==> config.mk <==
export PLATFORM = sky130hd
export DESIGN_NAME = incr_chk_lfsr
export DESIGN_NICKNAME = d
export VERILOG_FILES = /design/src/rtl/incr_chk_pkg.sv /design/src/rtl/incr_chk_lfsr.sv
export SDC_FILE = /design/constraint.sdc
export NUM_CORES = 1
export LEC_CHECK = 0
export CORE_MARGIN = 2
export CORE_UTILIZATION = 50
export CTS_BUF_LIST = sky130_fd_sc_hd__clkbuf_4 sky130_fd_sc_hd__clkbuf_8
export CTS_CLUSTER_SIZE = 30
export DETAILED_ROUTE_END_ITERATION = 6
export HOLD_SLACK_MARGIN = 0.1
export PLACE_DENSITY = 0.83
export SLEW_MARGIN = 20
export SYNTH_ARGS = -nofsm -noshare
export SYNTH_HDL_FRONTEND = slang
export SYNTH_SLANG_ARGS = --single-unit
==> constraint.sdc <==
create_clock -name clk -period 1.4 [get_ports clk]
set_clock_uncertainty 0.2 [all_clocks]
set_input_delay 0.28 -clock clk [delete_from_list [all_inputs] [get_ports clk]]
set_output_delay 0.28 -clock clk [all_outputs]
set_load 0.005 [all_outputs]
==> src/rtl/incr_chk_pkg.sv <==
// rtl/incr_chk_pkg.sv - shared types, widths, LFSR step and corner vectors for incr_stim_checker
package incr_chk_pkg;

  typedef enum logic [1:0] {IDLE, RUN, DRAIN, DONE} chk_state_t;

  localparam logic [31:0] LFSR_TAPS = 32'h8020_0003;

  localparam int SMALL_W = 2;
  localparam int QUAD_W  = 40;
  localparam int WIDE_W  = 70;

  localparam logic [SMALL_W-1:0] CORNER0_SMALL = '0;
  localparam logic [QUAD_W-1:0]  CORNER0_QUAD  = '0;
  localparam logic [WIDE_W-1:0]  CORNER0_WIDE  = '0;
  localparam logic [SMALL_W-1:0] CORNER1_SMALL = '1;
  localparam logic [QUAD_W-1:0]  CORNER1_QUAD  = '1;
  localparam logic [WIDE_W-1:0]  CORNER1_WIDE  = '1;
  // Carry out of the low 64 bits of the wide field (and the low 32 of the quad field)
  localparam logic [SMALL_W-1:0] CORNER2_SMALL = 2'b10;
  localparam logic [QUAD_W-1:0]  CORNER2_QUAD  = 40'h00_FFFF_FFFF;
  localparam logic [WIDE_W-1:0]  CORNER2_WIDE  = 70'h0_FFFF_FFFF_FFFF_FFFF;

  function automatic logic [31:0] lfsr_next(input logic [31:0] l);
    return {1'b0, l[31:1]} ^ (l[0] ? LFSR_TAPS : 32'h0);
  endfunction

endpackage

==> src/rtl/incr_chk_lfsr.sv <==
// rtl/incr_chk_lfsr.sv - 32-bit Galois LFSR with seed load and advance enable
module incr_chk_lfsr
  import incr_chk_pkg::*;
#(
  parameter logic [31:0] SEED = 32'hACE1_2468
) (
  input  logic        clk,
  input  logic        reset_l,
  input  logic        load,
  input  logic        adv,
  output logic [31:0] lfsr_q
);
  // An all-zero state would lock up the LFSR
  localparam logic [31:0] SEED_EFF = (SEED == 32'h0) ? 32'h1 : SEED;

  always_ff @(posedge clk or negedge reset_l) begin
    if (!reset_l)  lfsr_q <= SEED_EFF;
    else if (load) lfsr_q <= SEED_EFF;
    else if (adv)  lfsr_q <= lfsr_next(lfsr_q);
  end
endmodule

-- Yosys cells after proc, flatten, opt, wreduce, memory -nomap -nowiden
Index checks and enable logic that the tools add are counted.
- reduce and logical (&&, ||, !) cells: 1
- bitwise operators: 1
- $add $sub $neg: 0
- divide/modulo/power cells: 0
- $lt $le $gt $ge: 0
- equality and inequality tests: 0
- $mul: 0
- shift operators: 0
- mux-type cells: 3
- operator list (operator ; count):
    32-bit two-way mux ; 3
    31-bit by 32-bit bitwise XOR with 32-bit output ; 1
    2-bit nonzero test ; 1
- memories kept: 0
- bits of input ports: 4
- logic and storage cells: 6
- RAM bits: 0
- bits in read-only memories: 0
- bits in latches: 0
- flip-flop bits (word level): 32

-- Longest topological paths before layout
- depth in word-level cells: 4
- depth in mapped cells: 4
- mapped depth without buffers: 2

-- Worst setup path after synthesis
OpenSTA, ideal clock, no wires.
- kind: input to register
- from: input port adv
- to: register lfsr_q[11]
- data arrival time: 0.769 ns
- buffers on the path: 2
- stages on the path: 4
- path slack: 0.299 ns
- path through: buf_6 buf_12 mux2i_1 nor2_1
- word-level cells in the longest chain between the ends: 1
- ends and longest elaborated chain (element ; RTL line ; source):
    start, declared ; incr_chk_lfsr.sv:10 ; input logic adv,
    2-bit nonzero test (no line) ; n/a ;
    end signal, assigned ; incr_chk_lfsr.sv:19 ; else if (adv) lfsr_q <= lfsr_next(lfsr_q);
    end, declared ; incr_chk_lfsr.sv:11 ; output logic [31:0] lfsr_q
No other way between the ends.
A chain may end at the register's enable or synchronous reset.

-- Worst setup path after layout
- from: register lfsr_q[6]
- to: output port lfsr_q[6]
No word-level cell between the ends.

==> impl_metrics.env <==
export IMPL_status="complete, but fails checks"
export IMPL_violations="negative setup slack"
export IMPL_grt_busiest_layer="met2"
export IMPL_yosys_top_cells_area="dfrtp_1 (35%), dfstp_2 (25%), mux2i_1 (21%)"
export IMPL_area_delta_synth_final_pct=44.6
export IMPL_gr_total_overflow=0
export IMPL_final_setup_viol_count=13
export IMPL_viasPerCell=4.94
export IMPL_critPathCaptureType="output pin"
export IMPL_rows=19
export IMPL_num_io_pins=36
export IMPL_critPathMaxStageDelay_ns=0.56
export IMPL_drtIter0Drc=14
export IMPL_critical_path_arrival_ns=0.99
export IMPL_ys_ff_latch=32
export IMPL_finalWeightedCongestion=0.710
export IMPL_period_minus_slack_ns=1.47
export IMPL_via_count=1067
export IMPL_ant_nets=0
export IMPL_drv_slew=0
export IMPL_p_leak_uw=0.00106
export IMPL_antenna_cells=0
export IMPL_numCtsBuffers=5
export IMPL_p_comb_share_pct=18.2
export IMPL_r2r_setup_slack_ns=0.18
export IMPL_grt_pass1_vias=1084
export IMPL_clk_pin_slew_worst_paths_ns=0.11
export IMPL_relSlewSlack_pct=89.2
export IMPL_syn_num_nets=111
export IMPL_cts_sinks=32
export IMPL_cts_tree="done"
export IMPL_timing_fmax_mhz=680
export IMPL_die_h_um=56.4
export IMPL_largest_reg_flops=32
export IMPL_syn_area_um2=1370
export IMPL_use_met2_pct=34.8
export IMPL_regMostFlops="lfsr_q"
export IMPL_pwr_share_seq_pct=48.9
export IMPL_p_per_area_nw_per_um2=1070
export IMPL_grt_pass1_wl_um=5230
export IMPL_path_buf_inv=1
export IMPL_htreeDepth=2
export IMPL_hold_class="primary input to flop"
export IMPL_synth_top_area_share_pct=34.6
export IMPL_antenna_found_initial=0
export IMPL_fin_worst_hold_slack_ns=0.178
export IMPL_grtUsageMet3_pct=7.83
export IMPL_hold_viol=0
export IMPL_switchingPower_uw=526
export IMPL_start_util_pct=51.1
export IMPL_clock_root_buffer="clkbuf_4"
export IMPL_fin_ws_ns=-0.0703
export IMPL_yosysWarnings=0
export IMPL_ir_worst_vdd_mv=1.11
export IMPL_path_max_fanout=2
export IMPL_min_period_over_period_pct=105
export IMPL_power_internal_uw=1590
export IMPL_rsz0062_at_grt="yes"
export IMPL_syn_inst=107
export IMPL_path_cells="buf_6"
export IMPL_wl_um=3040
export IMPL_grtUsageTotal_pct=21.5
export IMPL_yosysTopAreaCell="dfrtp_1"
export IMPL_drv_cap=0
export IMPL_io_buffers=35
export IMPL_startpoint_type="flop"
export IMPL_switching_share_pct=24.8
export IMPL_die_area_um2=3180
export IMPL_clockBufferDepth=2
export IMPL_p_clk_share_pct=32.9
export IMPL_grt_max_degree=33
export IMPL_dr_pass1_iters=4
export IMPL_totalPowerFinal_uw=2120
export IMPL_synth_avg_cell_area_um2=12.8
export IMPL_drt_wirelength_per_cell_um=14.1
export IMPL_fin_nets=188
export IMPL_netlist_cell_type_count=18
export IMPL_grt_util_met1_pct=26.7
export IMPL_largestRegisters="lfsr_q (32)"
export IMPL_core_area_um2=2690
export IMPL_dp_hpwl_um=1970
export IMPL_clk_latency_ns=0.34
export IMPL_layout_drive_gt1_share_pct=53.0
export IMPL_crit_family="flip-flops"
export IMPL_criticalPathCategory="flop to output pin"
export IMPL_die_x_um=56.4
export IMPL_cp_required_ns=0.92
export IMPL_crit_slowest_cell="dfstp_2"
export IMPL_worst_pin_slew_ns=0.157
export IMPL_drc_errors=0
export IMPL_synth_seq_area_share_pct=59.5
-- final cells by class --
type | count | area [um2]
clock buffer | 5 | 37.5
clock inverter | 3 | 42.5
fill | 189 | 699
inverter | 1 | 3.75
multi-input combinational | 67 | 469
sequential | 32 | 817
tap | 31 | 38.8
timing repair buffer | 77 | 578
-- power groups by stage --
| stage | logic [uW] | clock network (uW) | registers (uW) |
|---|---|---|---|
| 6_report | 386 | 697 | 1040 |
| 5_1_grt | 423 | 756 | 1040 |
| 2_1_floorplan | 145 | 0 | 1070 |
| 3_3_place_gp | 372 | 0 | 1050 |
| 4_1_cts | 371 | 713 | 1030 |
| 3_5_place_dp | 381 | 0 | 1060 |
-- what timing repair did --
action,4_1_cts,5_1_grt
setup endpoints to repair,32,17
resized for setup,128,6
hold buffers,1,0
hold endpoints to repair,10,0
buffers inserted,14,2
-- per-stage QoR --
stage / cells / area [um2] / setup slack, ns / setup TNS (ns) / util (%)
3_3_place_gp: 191 / 1900 / -0.0814 / -1.01 / 70.7
3_5_place_dp: 191 / 1900 / -0.0916 / -1.09 / 70.7
5_1_grt: 216 / 1990 / -0.113 / -1.35 / 74.0
4_1_cts: 214 / 1930 / -0.0900 / -1.00 / 72.0
6_report: 216 / 1990 / -0.0703 / -0.783 / 74.0
2_1_floorplan: 107 / 1370 / 0.299 / 0 / -
-- worst paths after layout --
kind	start	to	cells past startpoint
hold reg to reg	lfsr_q[12]	lfsr_q[11]	2
max in group asynchronous	reset_l	lfsr_q[29]	3
hold / removal	adv	lfsr_q[1]	3
setup / recovery	lfsr_q[6]	lfsr_q[6]	1
setup reg to reg	lfsr_q[22]	lfsr_q[21]	3
min in group asynchronous	reset_l	lfsr_q[0]	3
-- metal layers --
metal | routed length (um) | part of all wire [%]
met5 | 0 | 0
met4 | 38 | 1.2
met3 | 172 | 5.7
met2 | 1480 | 49
met1 | 1350 | 44
-- cell usage after synthesis (all sizes together) --
cell / number
xnor2: 2
clkbuf: 2
nand3b: 1
buf: 5
dfstp: 13
a31oi: 1
a211oi: 1
nand2: 12
a21bo: 1
a21oi: 1
dfrtp: 19
mux2i: 29
inv: 1
nor2: 18
nor3: 1
-- kinds of logic after synthesis --
| logic type | count (synthesis) | synth area share, % |
|---|---|---|
| flip-flops | 32 | 59.5 |
| AND/OR/NAND/NOR | 32 | 9.29 |
| multiplexers | 29 | 21.1 |
| buffers and inverters | 8 | 6.37 |
| AO/OA/AOI/OAI | 4 | 2.46 |
| XOR/XNOR | 2 | 1.28 |
-- cell usage in the layout, fill, tap and decap left out, drive strengths merged, types with 2 or more instances in the layout --
cell type / count
buf: 74
mux2i: 29
dfrtp: 19
nor2: 18
dfstp: 13
nand2: 12
clkbuf: 5
xnor2: 2
clkdlybuf4s50: 2
No activity file was read; power rests on OpenSTA's default activity.
